[config.mk]
export PLATFORM = sky130hd
export DESIGN_NAME = lsu_ctrl
export DESIGN_NICKNAME = d
export VERILOG_FILES = /design/src/rtl/lsu_ctrl.sv
export SDC_FILE = /design/constraint.sdc
export NUM_CORES = 1
export LEC_CHECK = 0
export CORE_ASPECT_RATIO = 2
export CORE_MARGIN = 1
export CORE_UTILIZATION = 64
export DETAILED_ROUTE_END_ITERATION = 12
export DONT_BUFFER_PORTS = 1
export HOLD_SLACK_MARGIN = 0.12
export PLACE_DENSITY = 0.8
export SYNTH_ARGS = -nofsm -noshare
export SYNTH_HDL_FRONTEND = slang
export SYNTH_SLANG_ARGS = --single-unit
[constraint.sdc]
create_clock -name clk -period 2.5 [get_ports clk]
set_clock_uncertainty 0.15 [all_clocks]
set_input_delay 0.5 -clock clk [delete_from_list [all_inputs] [get_ports clk]]
set_output_delay 0.5 -clock clk [all_outputs]
set_load 0.1 [all_outputs]
[src/rtl/lsu_ctrl.sv]
// Multi-cycle load/store controller: stalls the PC, runs a req/ready memory
// handshake with byte lanes, and aligns/extends returned load data.
module lsu_ctrl #(
   parameter int unsigned TIMEOUT = 16,
   parameter int unsigned AW      = 32
) (
   input  logic          clk,
   input  logic          rst,
   input  logic [4:0]    dec_memi,
   input  logic          dec_enpc,
   input  logic          dec_rfwe,
   input  logic [AW-1:0] addr,
   input  logic [31:0]   wdata,
   output logic          enpc,
   output logic          rfwe,
   output logic [31:0]   load_data,
   output logic          mem_req,
   input  logic          mem_ready,
   output logic          mem_we,
   output logic [AW-1:0] mem_addr,
   output logic [3:0]    mem_be,
   output logic [31:0]   mem_wdata,
   input  logic          mem_rvalid,
   input  logic [31:0]   mem_rdata,
   output logic          err,
   output logic          busy
);

   localparam int unsigned CW = (TIMEOUT > 2) ? $clog2(TIMEOUT) : 1;

   localparam logic [1:0] S_IDLE = 2'd0;
   localparam logic [1:0] S_REQ  = 2'd1;
   localparam logic [1:0] S_WAIT = 2'd2;
   localparam logic [1:0] S_DONE = 2'd3;

   logic [1:0]    state, state_nxt;
   logic [AW-1:0] addr_q;
   logic [31:0]   wdata_q;
   logic [2:0]    f3_q;
   logic          we_q;
   logic          err_q;
   logic [CW-1:0] cnt;

   logic          access_c, misal_c, hs_c, tmo_c;
   logic [1:0]    off;
   logic [31:0]   shifted_c, ld_ext_c;

   assign access_c = dec_memi[4] | dec_memi[3];
   assign misal_c  = ((dec_memi[1:0] == 2'b01) && addr[0]) ||
                     ((dec_memi[1:0] == 2'b10) && (addr[1:0] != 2'b00));
   assign hs_c     = (state == S_REQ) && mem_ready;
   assign tmo_c    = ((state == S_REQ) || (state == S_WAIT)) && (cnt == CW'(TIMEOUT - 1));
   assign off      = addr_q[1:0];

   assign mem_req   = (state == S_REQ);
   assign busy      = (state != S_IDLE);
   assign err       = (state == S_DONE) && err_q;
   assign mem_we    = we_q;
   assign mem_addr  = {addr_q[AW-1:2], 2'b00};
   assign mem_wdata = wdata_q << {off, 3'b000};

   always_comb begin
      mem_be = 4'b1111;
      case (f3_q[1:0])
         2'b00:   mem_be = 4'b0001 << off;
         2'b01:   mem_be = 4'b0011 << off;
         default: mem_be = 4'b1111;
      endcase
   end

   // Load alignment and extension from the addressed lane
   always_comb begin
      shifted_c = mem_rdata >> {off, 3'b000};
      ld_ext_c  = shifted_c;
      case (f3_q)
         3'b000:  ld_ext_c = {{24{shifted_c[7]}}, shifted_c[7:0]};
         3'b001:  ld_ext_c = {{16{shifted_c[15]}}, shifted_c[15:0]};
         3'b100:  ld_ext_c = {24'b0, shifted_c[7:0]};
         3'b101:  ld_ext_c = {16'b0, shifted_c[15:0]};
         default: ld_ext_c = shifted_c;
      endcase
   end

   always_ff @(posedge clk) begin
      if (rst) state <= S_IDLE;
      else     state <= state_nxt;
   end

   // Next state plus PC / register-file gating
   always_comb begin
      state_nxt = state;
      enpc      = 1'b0;
      rfwe      = 1'b0;
      case (state)
         S_IDLE: begin
            if (access_c) begin
               state_nxt = misal_c ? S_DONE : S_REQ;
            end else begin
               enpc = dec_enpc;
               rfwe = dec_rfwe;
            end
         end
         S_REQ: begin
            if (hs_c)       state_nxt = (we_q || mem_rvalid) ? S_DONE : S_WAIT;
            else if (tmo_c) state_nxt = S_DONE;
         end
         S_WAIT: begin
            if (mem_rvalid || tmo_c) state_nxt = S_DONE;
         end
         default: begin
            state_nxt = S_IDLE;
            enpc      = 1'b1;
            rfwe      = ~we_q & ~err_q;
         end
      endcase
   end

   always_ff @(posedge clk) begin
      if (rst) begin
         addr_q    <= '0;
         wdata_q   <= '0;
         f3_q      <= '0;
         we_q      <= 1'b0;
         err_q     <= 1'b0;
         cnt       <= '0;
         load_data <= '0;
      end else begin
         case (state)
            S_IDLE: begin
               if (access_c) begin
                  addr_q  <= addr;
                  wdata_q <= wdata;
                  f3_q    <= dec_memi[2:0];
                  we_q    <= ~dec_memi[4];
                  err_q   <= misal_c;
                  cnt     <= '0;
               end
            end
            S_REQ: begin
               cnt <= cnt + CW'(1);
               if (hs_c) begin
                  if (!we_q && mem_rvalid) load_data <= ld_ext_c;
               end else if (tmo_c) begin
                  err_q     <= 1'b1;
                  load_data <= '0;
               end
            end
            S_WAIT: begin
               cnt <= cnt + CW'(1);
               if (mem_rvalid) begin
                  load_data <= ld_ext_c;
               end else if (tmo_c) begin
                  err_q     <= 1'b1;
                  load_data <= '0;
               end
            end
            default: err_q <= 1'b0;
         endcase
      end
   end

endmodule

Word-level counts from Yosys, hierarchy flattened

Cells that the tools add are included.

Add/subtract/negate cells: 1
Equality and inequality tests: 16
Shift-type cells: 4
Mux-type cells: 25
Bitwise logic cells: 5
Reductions and logical operators: 24

Operators with widths:

| kind                                                               | count |
|---|---|
| 32-bit 2-to-1 mux                                                  | 4 |
| 32-bit case mux with 4 select lines                                | 1 |
| 32-bit case mux with 2 select lines                                | 1 |
| 32-bit by 5-bit << shifter with 32-bit output                      | 1 |
| 32-bit by 5-bit >> shifter with 32-bit output                      | 1 |
| 4-bit case mux with 2 select lines                                 | 2 |
| 2-bit 2-to-1 mux                                                   | 5 |
| 2-bit nonzero test                                                 | 4 |
| 1-bit 2-to-1 mux                                                   | 7 |
| 2-bit by 1-bit == test with 1-bit output (second input constant)   | 3 |
| 2-bit == test (second input constant)                              | 3 |
| 3-bit == test (second input constant)                              | 2 |
| 1-bit logical AND                                                  | 6 |
| 2-bit != test (second input constant)                              | 3 |
| 2-bit case mux with 3 select lines                                 | 1 |
| 2-bit AND reduction                                                | 3 |
| 3-bit AND reduction                                                | 2 |
| 4-bit by 1-bit adder with 4-bit output (second input constant)     | 1 |
| 4-bit == test (second input constant)                              | 1 |
| 2-bit zero test                                                    | 2 |
| 1-bit logical OR                                                   | 4 |
| 4-bit 2-to-1 mux                                                   | 1 |
| 1-bit case mux with 2 select lines                                 | 2 |
| 1-bit by 2-bit << shifter with 4-bit output (first input constant) | 1 |
| other kinds (12)                                                   | 14 |

Bits in registers: 107
Bits of input ports: 107
Output and inout port bits: 106

Logic depth before layout (Yosys ltp)

Gate-level depths: netlist of run 1.

Depth in word-level cells: 6
Depth in mapped cells: 9
Mapped depth without buffers: 6

Least setup slack after synthesis of run 1

No wires, ideal clock.

Kind: reg-to-output
Start point: register state[1]
End point: output rfwe
Data arrival time: 3.401 ns
Data required time: 1.850 ns
Setup slack: -1.551 ns
Stages on the path, launching flop included: 8
Path through: dfxtp_1 -> inv_1 -> ha_1 -> buf_2 -> nor3b_1 -> buf_2 -> nand2_1 -> o21ai_0

Cells in the longest elaborated chain, start to end: 3
Elaborated cells on any way between the ends: 5

Ends and longest elaborated chain:

| what                                                                             | line | RTL |
|---|---|---|
| from (decl)                                                                      | 36   | `logic [1:0] state, state_nxt;` |
| from (signal assigned)                                                           | 86   | `else state <= state_nxt;` |
| 2-bit by 1-bit == test with 1-bit output / 2-bit == test (equally long branches) | 94   | `case (state)` |
| 2-bit OR reduction (no line)                                                     | --   |  |
| 1-bit case mux with 2 select lines *                                             | 94   |  |
| to (decl)                                                                        | 15   | `output logic rfwe,` |

Mark *: on every way between the ends. The rest lies on a longest branch, timed or not.

Worst setup path in the final report of run 1

Start point: register addr_q[1]
End point: output mem_wdata[26]

Cells in the longest elaborated chain, start to end: 1

Ends and longest elaborated chain:

| what                                          | line | RTL |
|---|---|---|
| from (decl)                                   | 37   | `logic [AW-1:0] addr_q;` |
| from (signal assigned)                        | 131  | `addr_q <= addr;` |
| 32-bit by 5-bit << shifter with 32-bit output | 60   | `assign mem_wdata = wdata_q << {off, 3'b000};` |
| to (decl)                                     | 22   | `output logic [31:0] mem_wdata,` |

Every way passes these cells.

==> run_results.csv, run 1 <==
group,metric,value,unit
worst_setup_path,reg2reg_to,"load_data[28]",
worst_setup_path,r2r_cells,7,
grt,grt_max_degree,75,
finish,n_fill_cell,448,
synth,synth_area_leaders,"dfxtp_1 (40%), nand2_1 (12%), a21oi_1 (8.5%)",
clock_tree,cts_inserted_buffers,9,
clock_tree,clock-sinks,107,
clock_tree,worstSkewPairLatency,0.35,ns
sta,tns,0,ns
route,wl_per_cell,19.9,um
power,power-per-cell-area,1570,mW/mm^2
worst_setup_path,worst_r2r_startpoint,"state[0]",
grt,track_usage,0.395,
synth,number_of_enable_type_register_cells_in_the_synthesized_netlist,0,
die,die_w,66.9,um
synth,postSynthAreaPerCell,7.95,um^2
grt,grt_first_pass_wirelength,26300,um
sta,fin_worst_hold_slack,0.122,ns
clock_tree,cts_tree,"built",
synth,synthCells,679,
die,dieHeight,132,um
worst_setup_path,end_kind,"output port",
status,outcome,"completed",
synth,synthArstFlopShare,0,
synth,synth_ff_type,"dfxtp_1",
worst_setup_path,path_class,"reg -> out",
sta,final-hold-violation-count,0,
power,p_total,0.0112,W
worst_setup_path,crit_start,"addr_q[1]",
finish,multi_input_gate_area,0.00297,mm^2
route,remaining_drc_errors,0,
placement,place.gp.congestion,0.871,
route,drtIter0Drc,317,
clock_tree,cts_buffer_depth,2,
die,std_cell_rows,47,
route,via_count,5188,
finish,seq_area,0.00215,mm^2
die,die_area,0.00883,mm^2
route,detail-route-antenna-nets,0,
worst_setup_path,worst_ep_required_time,1.85,ns
synth,synth_top_cells_by_count,"nand2_1 (173), dfxtp_1 (107), a21oi_1 (92)",
placement,detailed_place_hpwl,11700,um
finish,drive_gt1_frac,0.248,
route,vias_per_cell,6.21,
worst_setup_path,destination_of_the_critical_timing_path,"mem_wdata[26]",
power,max-vdd-ir-drop,1.11,mV
sta,setup_violations,0,
synth,synth_area,0.00540,mm^2
synth,synth.lib_cells_used.distinct,49,
clock_tree,ctsHtreeMaxLevel,3,
sta,timing_limited_maximum_frequency,404,MHz
power,lkg_pwr,2.85,nW
worst_setup_path,critical_path.startpoint_type,"flip-flop",
route,drt-total-wl,16700,um
sta,post-route-min-period,2.48,ns
sta,max_slew.worst_pin.slew,0.734,ns
finish,utilization,0.862,
worst_setup_path,reg2reg_slack,0.13,ns
synth,synthDominantAreaCellType,"dfxtp_1",
sta,finalMaxSlewViolations,0,
die,core-area,0.00823,mm^2
die,io_pins,213,
synth,synth.ff_latch_count,107,
sta,rsz0062_at_grt,"false",
clock_tree,clkTransAtPathRegs,0.07,ns
finish,num_antenna_cells,0,
finish,design.final.nets,847,
placement,place.port_buffers,0,
clock_tree,root_buffer,"clkbuf_16",
synth,yosysWarnings,0,
die,initial_core_utilization,0.655,
synth,synth_top_cell_area_share,0.397,
grt,gr-total-overflow,0,
route,drt_pass1_iterations,6,
sta,maxSlewHeadroom,0.509,
sta,final_min_period_over_clock_period,0.991,
min_path,worstHoldPathType,"in -> reg",
grt,antenna_violations_before_repair,0,
finish,layout-area-overhead-vs-synth,31.5,%
job,cap_viol_max_count,0,
worst_setup_path,critPathArrivalTime,1.83,ns
grt,grt_pass1_vias,5311,
synth,yosysSeqAreaShare,0.397,
worst_setup_path,critical_path.max_fanout,35,
synth,yosys.cell_count.top_type,"nand2_1",
## layer usage
layer  vias up  global-route usage  routed length [um]
li1       2406                   -                   -
met1      2398               0.371                5290
met2       291               0.655                8540
met3        93               0.140                1450
met4         0               0.320                1400
met5         -                   0                   0
## critical path, stage by stage, from the launching register on
cell and delay (ns):
dfxtp_2 0.43, buf_12 0.25, mux2i_1 0.47, a21oi_4 0.12, buf_12 0.18
## area by class of cell
type	count	area share
clock buffers	9	0.0317
clock inverters	7	0.0141
inverters	5	0.00265
multi-input cells	483	0.418
flip-flops and latches	107	0.303
well taps	98	0.0173
repair buffers	127	0.214
## timing repair
| action | in CTS | in global routing |
|---|---|---|
| buffers inserted | 0 | 1 |
| gates resized for setup | 1 | 1 |
| endpoints found under the setup margin | 1 | 10 |
| endpoints found under the hold margin | 74 | 1 |
| hold buffers | 4 | 1 |
## registers in the layout, indices dropped and copies added (netlist names)
| name | count |
|---|---|
| wdata_q | 32 |
| cnt | 4 |
| load_data | 32 |
| mem_we | 1 |
| f3_q | 3 |
| err_q | 1 |
| addr_q | 32 |
| state | 2 |
## worst min-delay path by stage
| stage | startpoint | end | cells past startpoint |
|---|---|---|---|
| global placement | wdata_q[26] | wdata_q[26] | 2 |
| detailed placement | wdata_q[29] | wdata_q[29] | 2 |
| CTS | addr[8] | addr_q[8] | 2 |
| finish | addr[8] | addr_q[8] | 2 |
| floorplan | wdata_q[24] | wdata_q[24] | 2 |
| global route | addr[6] | addr_q[6] | 2 |
## per-stage QoR
| stage | setup slack, ns | cells | area (um^2) |
|---|---|---|---|
| after floorplan | -0.445 | 680 | 5560 |
| after global placement | 0.312 | 814 | 6680 |
| after detailed placement | 0.155 | 814 | 6680 |
| after CTS | 0.0142 | 834 | 7070 |
| after global routing | 0.00125 | 836 | 7090 |
| final | 0.0228 | 836 | 7090 |
## where the power goes
part	switching, W	internal (W)	leakage [nW]	total [W]
sequential	0.000289	0.00210	0.877	0.00239
combinational	0.00520	0.00202	1.82	0.00722
clock	0.000659	0.000885	0.154	0.00154
## layout by cell type (no fill, tap or decap), types with 3 or more instances in the layout
cell type / count
nand2_1: 173
dfxtp_1: 105
a21oi_1: 84
buf_4: 79
buf_12: 42
mux2i_1: 38
a22o_1: 25
o21ai_0: 18
nor2_1: 15
nor2b_1: 13
a211oi_1: 10
and2_1: 9
clkbuf_16: 9
o21ai_2: 8
a21oi_4: 8
o22ai_1: 8
nor2_2: 7
a32o_1: 7
ha_1: 6
nand2b_1: 5
inv_1: 4
nand3_1: 4
dlygate4sd3_1: 4
nor2_4: 3
o21ai_4: 3
a221oi_1: 3
## cells by family (layout without fill, tap and decap cells)
| kind of cell | after synthesis | count (layout) | share of synthesized area |
|---|---|---|---|
| AO/OA/AOI/OAI | 188 | 188 | 0.217 |
| XOR/XNOR | 2 | 2 | 0.00325 |
| adder cells (fa/ha/maj) | 7 | 7 | 0.0162 |
| buffers and inverters | 90 | 148 | 0.0937 |
| flip-flops | 107 | 107 | 0.397 |
| multiplexers | 40 | 40 | 0.0760 |
| other | 1 | 2 | 0.000695 |
| AND/OR/NAND/NOR | 244 | 244 | 0.196 |
Power figures use the tool's default switching activity.
==> inputs of run 2 (changes only) <==
CORE_UTILIZATION = 44   (was 64)
DONT_BUFFER_PORTS = not set   (was 1)
GPL_ROUTABILITY_DRIVEN = 0   (was not set)
PLACE_DENSITY = 0.81   (was 0.8)
==> run 2 against run 1 <==
Cell count up 19%. Sequential power about the same. Sequential share of layout area down 4.0 points. Critical path depth up 2. Final area up 15%. Total power up 0.85%. Count of clock-buffer cells in the layout unchanged. Non-clock buffer count up 108. Critical path type unchanged. Critical endpoint is now rfwe. Largest power group unchanged.
==> run_results.csv, run 2 (synthesis results as in run 1) <==
group,metric,value,unit
worst_setup_path,crit_start,"state[0]",
sta,max_slew.worst_pin.slew,0.584,ns
worst_setup_path,path_class,"reg -> out",
worst_setup_path,reg2reg_slack,0.25,ns
finish,drive_gt1_frac,0.213,
sta,final-hold-violation-count,0,
route,detail-route-antenna-nets,0,
job,cap_viol_max_count,0,
clock_tree,post-cts-setup-buffers,0,
min_path,worstHoldPathType,"reg -> reg",
finish,layout-area-overhead-vs-synth,51.4,%
route,vias_per_cell,5.49,
sta,timing_limited_maximum_frequency,409,MHz
clock_tree,number_of_hold_repair_buffers_added_at_the_cts_stage,0,
worst_setup_path,timing.critical_path.slowest_cell_delay,0.38,ns
worst_setup_path,stages_on_the_worst_setup_path,6,
finish,count_of_placed_standard_cells_in_the_final_layout_fillers_left_out,992,
worst_setup_path,critPathArrivalTime,1.80,ns
route,drt-total-wl,17000,um
worst_setup_path,critical_path.startpoint_type,"flip-flop",
clock_tree,root_buffer,"clkbuf_16",
worst_setup_path,timing.critical_path.cells,"inv_1 > ha_1 > nor3b_4 > nand2_1 > o21ai_2 > buf_12",
route,via_count,5450,
worst_setup_path,r2r_cells,7,
sta,maxSlewHeadroom,0.609,
sta,finalMaxSlewViolations,0,
route,wl_per_cell,17.1,um
worst_setup_path,critical_path.n_buffers_inverters,2,
clock_tree,clock-sinks,107,
sta,final_min_period_over_clock_period,0.978,
route,drt_pass1_iterations,5,
worst_setup_path,end_kind,"output port",
sta,post-route-min-period,2.45,ns
sta,final_critical_path_setup_slack,0.0550,ns
sta,fin_worst_hold_slack,0.307,ns
placement,placed_cells,975,
worst_setup_path,cpLargestDelayFamily,"flip-flops",
placement,detailed_place_hpwl,12800,um
finish,layout_common_cells,"nand2_1 (173), dfxtp_1 (105), clkdlybuf4s50_1 (105), buf_4 (85), a21oi_1 (84)",
status,outcome,"completed",
finish,biggestRegsByFlops,"addr_q (32), load_data (32), wdata_q (32)",
route,remaining_drc_errors,0,
grt,grt_first_pass_wirelength,25400,um
power,max-vdd-ir-drop,0.961,mV
placement,place.port_buffers,210,
die,io_pins,213,
grt,gr-total-overflow,0,
placement,detailedPlace.worstSlack,-0.00155,ns
worst_setup_path,critical_path.max_fanout,6,
clock_tree,cts_tree,"built",
worst_setup_path,critical-path-slowest-cell,"dfxtp_1",
finish,design.final.nets,955,
die,die_area,0.0127,mm^2
sta,setup_violations,0,
grt,grt_pass1_vias,5340,
die,std_cell_rows,56,
worst_setup_path,worst_r2r_startpoint,"state[0]",
die,initial_core_utilization,0.456,
worst_setup_path,destination_of_the_critical_timing_path,"rfwe",
die,dieHeight,159,um
finish,n_fill_cell,941,
route,drtIter0Drc,308,
worst_setup_path,worst_ep_required_time,1.85,ns
worst_setup_path,reg2reg_to,"load_data[8]",
clock_tree,worstSkewPairLatency,0.34,ns
finish,layout.cells.most_common,"nand2_1",
clock_tree,ctsHtreeMaxLevel,3,
power,power-per-cell-area,1380,mW/mm^2
clock_tree,cts_buffer_depth,2,
grt,track_usage,0.260,
power,lkg_pwr,3.26,nW
clock_tree,cts_inserted_buffers,9,
die,die_w,80.3,um
grt,grt_max_degree,46,
die,core-area,0.0118,mm^2
clock_tree,clkTransAtPathRegs,0.08,ns
grt,antenna_violations_before_repair,1,
[run 2: repair_timing]
item | 4_1_cts | 5_1_grt
gates cloned | 0 | 0
resized for setup | 1 | 2
setup endpoints to repair | 1 | 1
pin swaps | 0 | 0
[run 2: layer usage]
metal	up-vias	GRT usage	routed length (um)
met1	2527	0.254	5780
met5	-	0	0
li1	2624	-	-
met4	0	0.162	904
met2	245	0.483	9220
met3	54	0.0590	1060
[run 2: report_power, final]
| group | internal [W] | leakage [nW] | switching, W | total [W] |
|---|---|---|---|---|
| logic | 0.00222 | 2.23 | 0.00516 | 0.00738 |
| registers | 0.00210 | 0.877 | 0.000310 | 0.00241 |
| clock network | 0.000793 | 0.148 | 0.000664 | 0.00146 |
| total | 0.00512 | 3.26 | 0.00614 | 0.0113 |
[run 2: metrics by stage]
step | setup TNS (ns) | cell area, um^2 | power (W) | util
after floorplan | -5.13 | 5560 | 0.00773 | -
after global placement | 0 | 7850 | 0.00968 | 0.663
after detailed placement | -0.00155 | 7850 | 0.00982 | 0.663
after CTS | 0 | 8160 | 0.0113 | 0.689
after global routing | -0.0417 | 8170 | 0.0117 | 0.690
final | 0 | 8170 | 0.0113 | 0.690
[run 2: cell type report]
class	count	area, um^2	share of cell area
multi-input combinational	483	2940	0.359
timing repair buffer	235	2570	0.315
sequential	107	2150	0.263
clock buffer	9	225	0.0276
tap	145	181	0.0222
clock inverter	7	83.8	0.0103
inverter	5	18.8	0.00230
antenna	1	2.50	0.000306
[run 2: worst min-delay path by stage]
stage | start | endpoint | slack, ns | depth (start not counted)
after floorplan | wdata_q[24] | wdata_q[24] | 0.28 | 2
after global placement | wdata_q[25] | wdata_q[25] | 0.29 | 2
after detailed placement | addr_q[24] | addr_q[24] | 0.30 | 2
after CTS | wdata_q[31] | wdata_q[31] | 0.31 | 2
after global routing | addr_q[23] | addr_q[23] | 0.32 | 2
final | wdata_q[25] | wdata_q[25] | 0.31 | 2
[run 2: worst reg2reg max path: cells and delay by family (launching register included)]
| kind | cells | cell delay (ns) |
|---|---|---|
| buf+inv | 2 | 0.28 |
| fa+ha+maj | 1 | 0.40 |
| simple gates | 2 | 0.47 |
| compound gates | 2 | 0.38 |
| flops | 1 | 0.46 |
==> inputs of run 3 (changes only) <==
ABC_AREA = 1   (was not set)
ABC_CLOCK_PERIOD_IN_PS = 2500   (was not set)
CORE_UTILIZATION = 45   (was 44)
PLACE_DENSITY = 0.82   (was 0.81)
==> run 3 against run 2 <==
Via count increased by 11%. Area after synthesis rose by 4.1%. Cell count grew 13%. Sequential share of layout area down 0.074 points. Critical path depth down 1. Combinational power grew 24%. Critical path type unchanged. Highest routed layer unchanged.
==> run_results.csv, run 3 <==
group,metric,value,unit
synth,postSynthAreaPerCell,6.89,um^2
finish,final_instance_area,0.00818,mm^2
route,drtIter0Drc,280,
power,power.sequential.fraction,0.191,
finish,count_of_placed_standard_cells_in_the_final_layout_fillers_left_out,1122,
clock_tree,cts_tree,"built",
synth,yosys.cell_count.top_type,"nand2_1",
grt,gr-total-overflow,0,
power,p_sw_frac,0.583,
sta,final_min_period_over_clock_period,0.992,
grt,grt_pass1_vias,5970,
synth,synth_area_leaders,"dfxtp_1 (38%), nand2_1 (11%), nor2_1 (9.9%)",
route,drt_pass1_iterations,5,
finish,layout.cells.most_common,"nand2_1",
synth,synth_ff_type,"dfxtp_1",
sta,timing_limited_maximum_frequency,403,MHz
placement,place.port_buffers,210,
power,pwr-share-clk,0.107,
finish,drive_gt1_frac,0.221,
synth,synth_top_cell_area_share,0.381,
sta,rsz0062_at_grt,"true",
worst_setup_path,path_class,"reg -> out",
clock_tree,root_buffer,"clkbuf_16",
synth,synth_area,0.00562,mm^2
placement,placed_cells,1106,
clock_tree,clkTransAtPathRegs,0.08,ns
worst_setup_path,end_kind,"output port",
clock_tree,clock-sinks,107,
worst_setup_path,critical_path.startpoint_type,"flip-flop",
synth,synthCells,815,
power,lkg_pwr,3.60,nW
finish,layout_common_cells,"nand2_1 (166), nor2_1 (141), dfxtp_1 (106), clkdlybuf4s50_1 (105), buf_4 (80)",
finish,biggestRegsByFlops,"addr_q (32), load_data (32), wdata_q (32)",
min_path,min_delay_path_depth,2,
grt,antenna_violations_before_repair,0,
worst_setup_path,worst_r2r_startpoint,"state[1]",
die,die_area,0.0130,mm^2
synth,synth_top_cells_by_count,"nand2_1 (166), nor2_1 (148), dfxtp_1 (107)",
clock_tree,number_of_hold_repair_buffers_added_at_the_cts_stage,0,
min_path,worstHoldPathType,"reg -> reg",
power,pwr-share-comb,0.701,
clock_tree,ctsHtreeMaxLevel,3,
synth,synthDominantAreaCellType,"dfxtp_1",
sta,setup_violations,0,
worst_setup_path,reg2reg_to,"load_data[15]",
synth,synth.lib_cells_used.distinct,31,
die,die_w,81.0,um
sta,tns,0,ns
synth,synth.ff_latch_count,107,
worst_setup_path,reg2reg_slack,0.35,ns
power,max-vdd-ir-drop,1.22,mV
route,wl_per_cell,16.5,um
grt,grt_max_degree,55,
min_path,min_delay_worst_endpoint,"wdata_q[3]",
placement,detailed_place_hpwl,13600,um
route,drt-total-wl,18500,um
die,io_pins,213,
worst_setup_path,critPathArrivalTime,1.83,ns
finish,layout-area-overhead-vs-synth,45.6,%
die,dieHeight,160,um
power,power.internal,0.00543,W
synth,number_of_enable_type_register_cells_in_the_synthesized_netlist,0,
worst_setup_path,r2r_cells,8,
clock_tree,cts_buffer_depth,2,
sta,final-hold-violation-count,0,
sta,post-route-min-period,2.48,ns
min_path,min_from,"wdata_q[3]",
synth,yosysSeqAreaShare,0.381,
synth,synthArstFlopShare,0,
worst_setup_path,worst_ep_required_time,1.85,ns
die,std_cell_rows,57,
grt,track_usage,0.290,
power,power-per-cell-area,1590,mW/mm^2
placement,post_dp_cell_area,0.00788,mm^2
sta,finalMaxSlewViolations,0,
power,switchingPower,0.00760,W
route,remaining_drc_errors,0,
die,initial_core_utilization,0.463,
clock_tree,cts_inserted_buffers,9,
finish,design.final.nets,1084,
finish,num_antenna_cells,0,
job,cap_viol_max_count,0,
route,via_count,6025,
route,vias_per_cell,5.37,
clock_tree,worstSkewPairLatency,0.35,ns
grt,grt_first_pass_wirelength,28900,um
synth,yosysWarnings,0,
status,outcome,"completed",
route,detail-route-antenna-nets,0,
sta,fin_worst_hold_slack,0.319,ns
worst_setup_path,critical_path.max_fanout,19,
die,core-area,0.0121,mm^2
[run 3: worst max path at each step]
stage / from / to / slack [ns]
4_1_cts: addr_q[0] / mem_wdata[11] / 0.009
3_5_place_dp: dec_memi[4] / rfwe / 0.11
3_3_place_gp: dec_memi[4] / rfwe / 0.13
2_1_floorplan: addr_q[0] / mem_wdata[6] / -0.37
5_1_grt: addr_q[1] / mem_wdata[24] / -0.05
6_report: addr_q[1] / mem_wdata[24] / 0.02
[run 3: final cells by class]
type                       count  area (um^2)
sequential                   107         2140
clock buffer                   9          225
tap                          147          184
inverter                      33          128
timing repair buffer         229         2510
clock inverter                 7         56.3
fill                        1051         3950
multi-input combinational    590         2930
[run 3: repair_timing]
item	CTS	global route
setup endpoints to repair	0	14
gates resized for setup	0	6
setup buffers	0	0
[run 3: power by group through the flow]
stage          Sequential, W  Combinational [W]  Clock [W]
2_1_floorplan        0.00306            0.00607          0
3_3_place_gp         0.00250            0.00904          0
3_5_place_dp         0.00251            0.00911          0
4_1_cts              0.00248            0.00913    0.00142
5_1_grt              0.00255            0.00955    0.00149
6_report             0.00249            0.00913    0.00140
[run 3: critical path: stages, from the launching register on]
cell,delay (ns)
dfxtp_1,0.38
nor2_1,0.24
buf_4,0.33
a22oi_1,0.14
o21ai_1,0.17
buf_12,0.21
[run 3: metrics by stage]
| step | setup slack [ns] | total power, W | utilization |
|---|---|---|---|
| 2_1_floorplan | -0.368 | 0.00913 | - |
| 3_3_place_gp | 0.127 | 0.0115 | 0.650 |
| 3_5_place_dp | 0.114 | 0.0116 | 0.650 |
| 4_1_cts | 0.00934 | 0.0130 | 0.673 |
| 5_1_grt | -0.0459 | 0.0136 | 0.675 |
| 6_report | 0.0206 | 0.0130 | 0.675 |
[run 3: cell families after synthesis]
group                    Yosys count  share of synthesized area
buffers and inverters            119                      0.115
adder cells (fa/ha/maj)            7                     0.0156
AND/OR/NAND/NOR                  408                      0.313
flip-flops                       107                      0.381
multiplexers                       3                    0.00534
other                              1                   0.000667
AO/OA/AOI/OAI                    170                      0.169
[run 3: metal layers]
metal  routed length [um]  GRT usage  vias to the layer above
met4                  998      0.188                        0
met5                    0          0                        -
met3                 1130     0.0543                       60
met2                10300      0.536                      270
met1                 6110      0.279                     2772
li1                     -          -                     2923
